**config.mk**
```make
export PLATFORM = sky130hd
export DESIGN_NAME = rs_syndrome_param
export DESIGN_NICKNAME = d
export VERILOG_FILES = /design/src/rtl/rs_pkg.sv /design/src/rtl/gf256_mul_const.sv /design/src/rtl/rs_syndrome_param.sv
export SDC_FILE = /design/constraint.sdc
export NUM_CORES = 1
export LEC_CHECK = 0
export BUFFER_PORTS_ARGS = -buffer_cell sky130_fd_sc_hd__buf_4
export CAP_MARGIN = 20
export CORE_UTILIZATION = 54
export CTS_CLUSTER_SIZE = 20
export DETAILED_ROUTE_END_ITERATION = 10
export PLACE_DENSITY = 0.79
export RECOVER_POWER = 50
export SETUP_SLACK_MARGIN = 0.1
export SLEW_MARGIN = 20
export SYNTH_ARGS = -nofsm -noshare
export SYNTH_HDL_FRONTEND = slang
export SYNTH_SLANG_ARGS = --single-unit
```
**constraint.sdc**
```tcl
create_clock -name clk -period 2.6 [get_ports clk]
set_input_delay 0.26 -clock clk [delete_from_list [all_inputs] [get_ports clk]]
set_output_delay 0.26 -clock clk [all_outputs]
set_load 0.03 [all_outputs]
```
**src/rtl/rs_pkg.sv**
```systemverilog
// Shared GF(2^8) types, constants and helper functions for the Reed-Solomon syndrome datapath.
package rs_pkg;

    localparam int         GF_W         = 8;
    localparam logic [8:0] GF_PRIM_POLY = 9'h11D;

    // One syndrome / field symbol; syndrome arrays are unpacked arrays of gf_t.
    typedef logic [GF_W-1:0] gf_t;

    typedef enum logic {
        ST_IDLE = 1'b0,
        ST_RUN  = 1'b1
    } rs_state_t;

    // Multiply by alpha (x) and reduce modulo the field polynomial.
    function automatic gf_t gf_xtime(input gf_t a, input logic [8:0] poly);
        return {a[6:0], 1'b0} ^ (a[7] ? poly[7:0] : 8'h00);
    endfunction

    function automatic gf_t gf_mul(input gf_t a, input gf_t b,
                                   input logic [8:0] poly = GF_PRIM_POLY);
        gf_t p;
        gf_t t;
        p = '0;
        t = a;
        for (int i = 0; i < GF_W; i++) begin
            if (b[i]) p = p ^ t;
            t = gf_xtime(t, poly);
        end
        return p;
    endfunction

    // alpha^e; the multiplicative group has order 255, so e is reduced first.
    function automatic gf_t gf_alpha_pow(input int e, input logic [8:0] poly = GF_PRIM_POLY);
        gf_t r;
        int  em;
        r  = 8'h01;
        em = e % 255;
        for (int i = 0; i < 255; i++) begin
            if (i < em) r = gf_xtime(r, poly);
        end
        return r;
    endfunction

endpackage

```
**src/rtl/gf256_mul_const.sv**
```systemverilog
// Combinational GF(2^8) multiply by an elaboration-time constant C.
module gf256_mul_const
    import rs_pkg::*;
#(
    parameter logic [7:0] C         = 8'h01,
    parameter logic [8:0] PRIM_POLY = 9'h11D
) (
    input  logic [7:0] a,
    output logic [7:0] y
);

    gf_t term;

    // term walks C*alpha^i; with C constant this folds to a fixed XOR network.
    always_comb begin
        y    = '0;
        term = C;
        for (int i = 0; i < GF_W; i++) begin
            if (a[i]) y = y ^ term;
            term = gf_xtime(term, PRIM_POLY);
        end
    end

endmodule

```
**src/rtl/rs_syndrome_param.sv**
```systemverilog
// Reed-Solomon syndrome calculator: Horner accumulation of N-K syndromes over a
// shortened codeword, results delivered through a one-entry valid/ready buffer.
module rs_syndrome_param
    import rs_pkg::*;
#(
    parameter int         N         = 16,
    parameter int         K         = 8,
    parameter int         FCR       = 1,
    parameter logic [8:0] PRIM_POLY = 9'h11D
) (
    input  logic                  clk,
    input  logic                  rst_n,
    input  logic                  din_val,
    input  logic                  din_sop,
    input  logic                  din_eop,
    input  logic [7:0]            din,
    output logic                  din_rdy,
    output logic                  syn_val,
    input  logic                  syn_rdy,
    output logic [8*(N-K)-1:0]    syndrome,
    output logic                  syn_zero,
    output logic                  len_err
);

    localparam int NROOTS = N - K;
    localparam int CNT_W  = $clog2(256);

    rs_state_t        state;
    gf_t              s_q   [NROOTS];
    gf_t              s_mul [NROOTS];
    gf_t              s_nxt [NROOTS];
    logic [CNT_W-1:0] cnt_q;
    logic [CNT_W-1:0] cnt_nxt;
    logic             acc;
    logic             take;
    logic             frame_done;
    logic             nxt_zero;

    // Handshakes: a transfer happens on a rising edge where valid && ready.
    // Input side stalls only while a held result is not being drained.
    assign din_rdy    = !(syn_val && !syn_rdy);
    assign acc        = din_val && din_rdy;
    assign take       = acc && (din_sop || state == ST_RUN);
    assign frame_done = take && din_eop;

    for (genvar j = 0; j < NROOTS; j++) begin : g_root
        gf256_mul_const #(
            .C         (gf_alpha_pow(FCR + j, PRIM_POLY)),
            .PRIM_POLY (PRIM_POLY)
        ) u_mul (
            .a (s_q[j]),
            .y (s_mul[j])
        );
    end

    // A sop restarts every accumulator, even mid-frame, discarding the old frame.
    always_comb begin
        cnt_nxt  = cnt_q;
        nxt_zero = 1'b1;
        for (int j = 0; j < NROOTS; j++) s_nxt[j] = s_q[j];
        if (acc && din_sop) begin
            for (int j = 0; j < NROOTS; j++) s_nxt[j] = din;
            cnt_nxt = CNT_W'(1);
        end else if (take) begin
            for (int j = 0; j < NROOTS; j++) s_nxt[j] = s_mul[j] ^ din;
            cnt_nxt = (cnt_q == {CNT_W{1'b1}}) ? cnt_q : cnt_q + CNT_W'(1);
        end
        for (int j = 0; j < NROOTS; j++) begin
            if (s_nxt[j] != '0) nxt_zero = 1'b0;
        end
    end

    always_ff @(posedge clk or negedge rst_n) begin
        if (!rst_n) begin
            state <= ST_IDLE;
            cnt_q <= '0;
            for (int j = 0; j < NROOTS; j++) s_q[j] <= '0;
        end else begin
            if (take) begin
                for (int j = 0; j < NROOTS; j++) s_q[j] <= s_nxt[j];
                cnt_q <= cnt_nxt;
            end
            if (frame_done) begin
                state <= ST_IDLE;
            end else if (acc && din_sop) begin
                state <= ST_RUN;
            end
        end
    end

    // A new result may land in the same cycle the old one is handed off.
    always_ff @(posedge clk or negedge rst_n) begin
        if (!rst_n) begin
            syn_val  <= 1'b0;
            syndrome <= '0;
            syn_zero <= 1'b0;
            len_err  <= 1'b0;
        end else if (frame_done) begin
            syn_val  <= 1'b1;
            for (int j = 0; j < NROOTS; j++) syndrome[8*j +: 8] <= s_nxt[j];
            syn_zero <= nxt_zero;
            len_err  <= (int'(cnt_nxt) != N);
        end else if (syn_rdy) begin
            syn_val  <= 1'b0;
        end
    end

endmodule

```
==> impl_results.md <==
* Status: complete, but fails checks
* Failing checks: negative setup slack
* Crit-path max FO at 19
* First-pass GRT wire length at around 39000 um
* Slew Limit Fails at 0
* Die Wd at ~120 um
* CP Launch Type: register
* Final Skew at between 0.006 and 0.007 ns
* Area grow syn2layout at 30.6%
* CP Class: register to register
* Root Buffer: clkbuf_16
* Data required, critical path at ~2.9 ns
* DPL Wire Length at about 17000 um
* Max-Cap Viols at 0
* Hold Worst Slack at 0.252 ns
* Setup tns final at -0.136 ns
* Die area at about 15000 um2
* Core area at 13900 um2
* Hold path startpoint: syn_rdy
* 1st-iter DRT viols at between 600 and 700
* Pwr Density at 1420 nW/um2
* Reg clk slew, reported paths at 0.07 ns
* Die Height at approximately 120 um
* Synth Area in Adders at 0.00162
* CTS Buf Count at 17
* Max-slew headroom at 0.183
* DRC Markers at 0
* Pwr Total at 0.0143 W
* TritonRoute pass-1 iters at 6
* Wire length per cell at between 20 and 25 um
* Clk_lat worst skew at roughly 0.43 ns
* Mux share of post-synthesis cell area at 0.0568
* Fin crit period at 2.74 ns
* Warnings, synthesis at 0
* RSZ-0062 raised after global routing: yes
* Crit path arrival time at around 3 ns
* Hold Violations, Final at 0
* Fillers at just over 1000
* Nets at around 1000
* H-tree level count at 4
* Syn avg cell area at about 9.3 um2
* Final core utilization at 0.725
* Post-place setup slack at -0.156 ns
* Vias at between 7000 and 8000
* Cell Rows at 43
* RR Endpoint: syn_zero
* P_leak at around 4.4 nW
* Post-Synth Simple-Gate Area at 0.131
* Gp weighted congestion at just under 1
* GRT Resource Usage Total at 0.354
* Largest family of logic cells by synthesized area: compound AO/OA/AOI/OAI gates
* Mapped Area at ~7700 um2
* N_diodes at 0
* Tightest Pin Transition at 1.23 ns
* DRT antenna net count at 0
* Layout cells sized above 1 at 0.276
* Avg Vias per Cell at ~6.2
* Synthesis-stage register bit count at 140
* Fin worst setup slack at -0.136 ns
* R2R Setup Slk at -0.14 ns
* IO Pins at 82
* Async set-reset flop share out of synthesis at 1.00
* Final setup vio count at 1
* Vias in the first global route at roughly 7100
* Starting density of the core at 0.555
* Top_reg_cell synth: dfrtp_1
* CTS max path bufs at 2
* Cell variety after synth at just under 70
* XOR/XNOR share of the synthesized area at 0.103
* Worst setup EP type: register
* Sequential share of the synthesized area at 0.455
* CTS tree: done
* Fin crit share at 1.05
* Number of antenna violations at the first check in global routing at 0
* Hold path cells at 5
* Grt ovf at 0
* Final WL at about 25000 um
* Largest net degree at the start of global routing at 51
* Clock sinks at 140
* Maximum clock rate at 365 MHz
* Worst-case reg-to-reg path depth at 11
* Post-synth EDFFs at 0
* Gate Count Post-Synth at 825
* Worst r2r src: syn_val
* IO Port Bufs at between 80 and 90
* Peak supply drop at between 0.7 and 0.8 mV
* Post-Syn Nets at 840
* Compound-Gate Fraction of Synth Area at 0.190
* Worst Hold Class: input pin to register
* Min-Delay Endpoint: syn_val
-- per-layer routing --
metal / global-route usage / wire length (um) / vias to the layer above
met5: 0 / 0 / -
met4: 0.204 / 1460 / 0
met3: 0.0907 / 2550 / 123
met2: 0.544 / 10900 / 461
met1: 0.452 / 9660 / 3527
li1: - / - / 3299
-- area by class of cell --
cell class | instances | area [um2] | share of cell area
clock inverters | 13 | 214 | 0.0213
flip-flops and latches | 140 | 3510 | 0.348
well taps | 180 | 225 | 0.0224
repair buffers | 229 | 1690 | 0.167
multi-input cells | 574 | 3820 | 0.380
inverters | 46 | 180 | 0.0179
clock buffers | 19 | 433 | 0.0430
-- cells in the mapped netlist, types with 3 or more instances --
library cell / n / area [um2]
o211ai_1: 4 / 30.0
dfrtp_1: 140 / 3500
nor3_1: 9 / 45.0
xor2_1: 21 / 184
nand2b_1: 5 / 31.3
o21ai_0: 73 / 365
nand2_1: 75 / 282
buf_6: 4 / 45.0
a311oi_1: 3 / 26.3
buf_2: 19 / 95.1
xnor2_1: 64 / 561
o22a_1: 10 / 87.6
mux2_2: 30 / 338
a31oi_1: 25 / 156
a21oi_1: 39 / 195
a41oi_1: 3 / 26.3
o22ai_1: 26 / 163
mux2i_1: 10 / 100
nor2_1: 56 / 210
buf_1: 5 / 18.8
a22o_1: 4 / 35.0
or4_1: 4 / 30.0
a211o_1: 4 / 35.0
o31ai_1: 6 / 45.0
inv_1: 43 / 161
a22oi_1: 10 / 75.1
nand4_1: 17 / 106
nor4_1: 13 / 81.3
nand3_1: 18 / 90.1
clkbuf_1: 36 / 135
-- sequential cells by signal, indices dropped and copies added, names as in the netlist --
signal    flops
s_q          64
syndrome     64
state         1
len_err       1
cnt_q         8
syn_zero      1
syn_val       1
-- cell families (layout without fill, tap and decap cells) --
family,count (synthesis),count (layout)
compound gates,232,232
simple gates,213,214
fa+ha+maj,1,1
buf+inv,112,307
xor+xnor,87,87
flops,140,140
mux,40,40
-- cell usage in the layout (no fill, tap or decap), drive strengths merged, types with 3 or more instances in the layout --
cell type  instances
buf              191
dfrtp            140
nand2             75
o21ai             75
xnor2             64
nor2              57
clkbuf            56
inv               49
a21oi             39
mux2              30
o22ai             26
a31oi             25
xor2              21
nand3             20
nand4             17
nor4              13
nor3              12
a22oi             10
o22a              10
mux2i             10
o31ai              6
nand2b             5
bufinv             5
a22o               4
o211ai             4
a211o              4
or4                4
a311oi             3
a41oi              3
clkinv             3
-- through the flow --
stage                     std cells  instance area, um2
after detailed placement       1150                9290
after CTS                      1200               10200
after global placement         1150                9290
final                          1201               10100
after global routing           1201               10100
after floorplan                 825                7770
-- power by group --
part | total, W | leakage (nW) | switching, W | internal (W)
Combinational | 0.00761 | 2.47 | 0.00427 | 0.00334
Sequential | 0.00402 | 1.66 | 0.000913 | 0.00311
Clock | 0.00268 | 0.309 | 0.000972 | 0.00171
-- worst max-delay path: stages (launching register included) --
cell and delay (ns):
dfrtp_2 0.40, nor2b_4 0.16, buf_6 0.13, nor3_4 0.27, buf_4 0.19, buf_6 0.19, a31oi_1 0.06, o22ai_1 0.16
a31oi_1 0.09, nor4_1 0.43, nand4_1 0.24, o41ai_2 0.30
-- worst max-delay path by stage --
stage | start | to
final | syn_val | syn_zero
after global placement | syn_val | syn_zero
after floorplan | syn_val | syn_zero
after CTS | syn_val | syn_zero
after global routing | syn_val | syn_zero
after detailed placement | syn_val | syn_zero
-- what timing repair did --
action | 4_1_cts | 5_1_grt
hold buffers | 1 | 0
setup endpoints to repair | 1 | 4
hold endpoints to repair | 47 | 0
gates cloned | 1 | 0
pin swaps | 5 | 1
buffers inserted | 16 | 2
resized for setup | 14 | 10
Power figures use the tool's default switching activity.
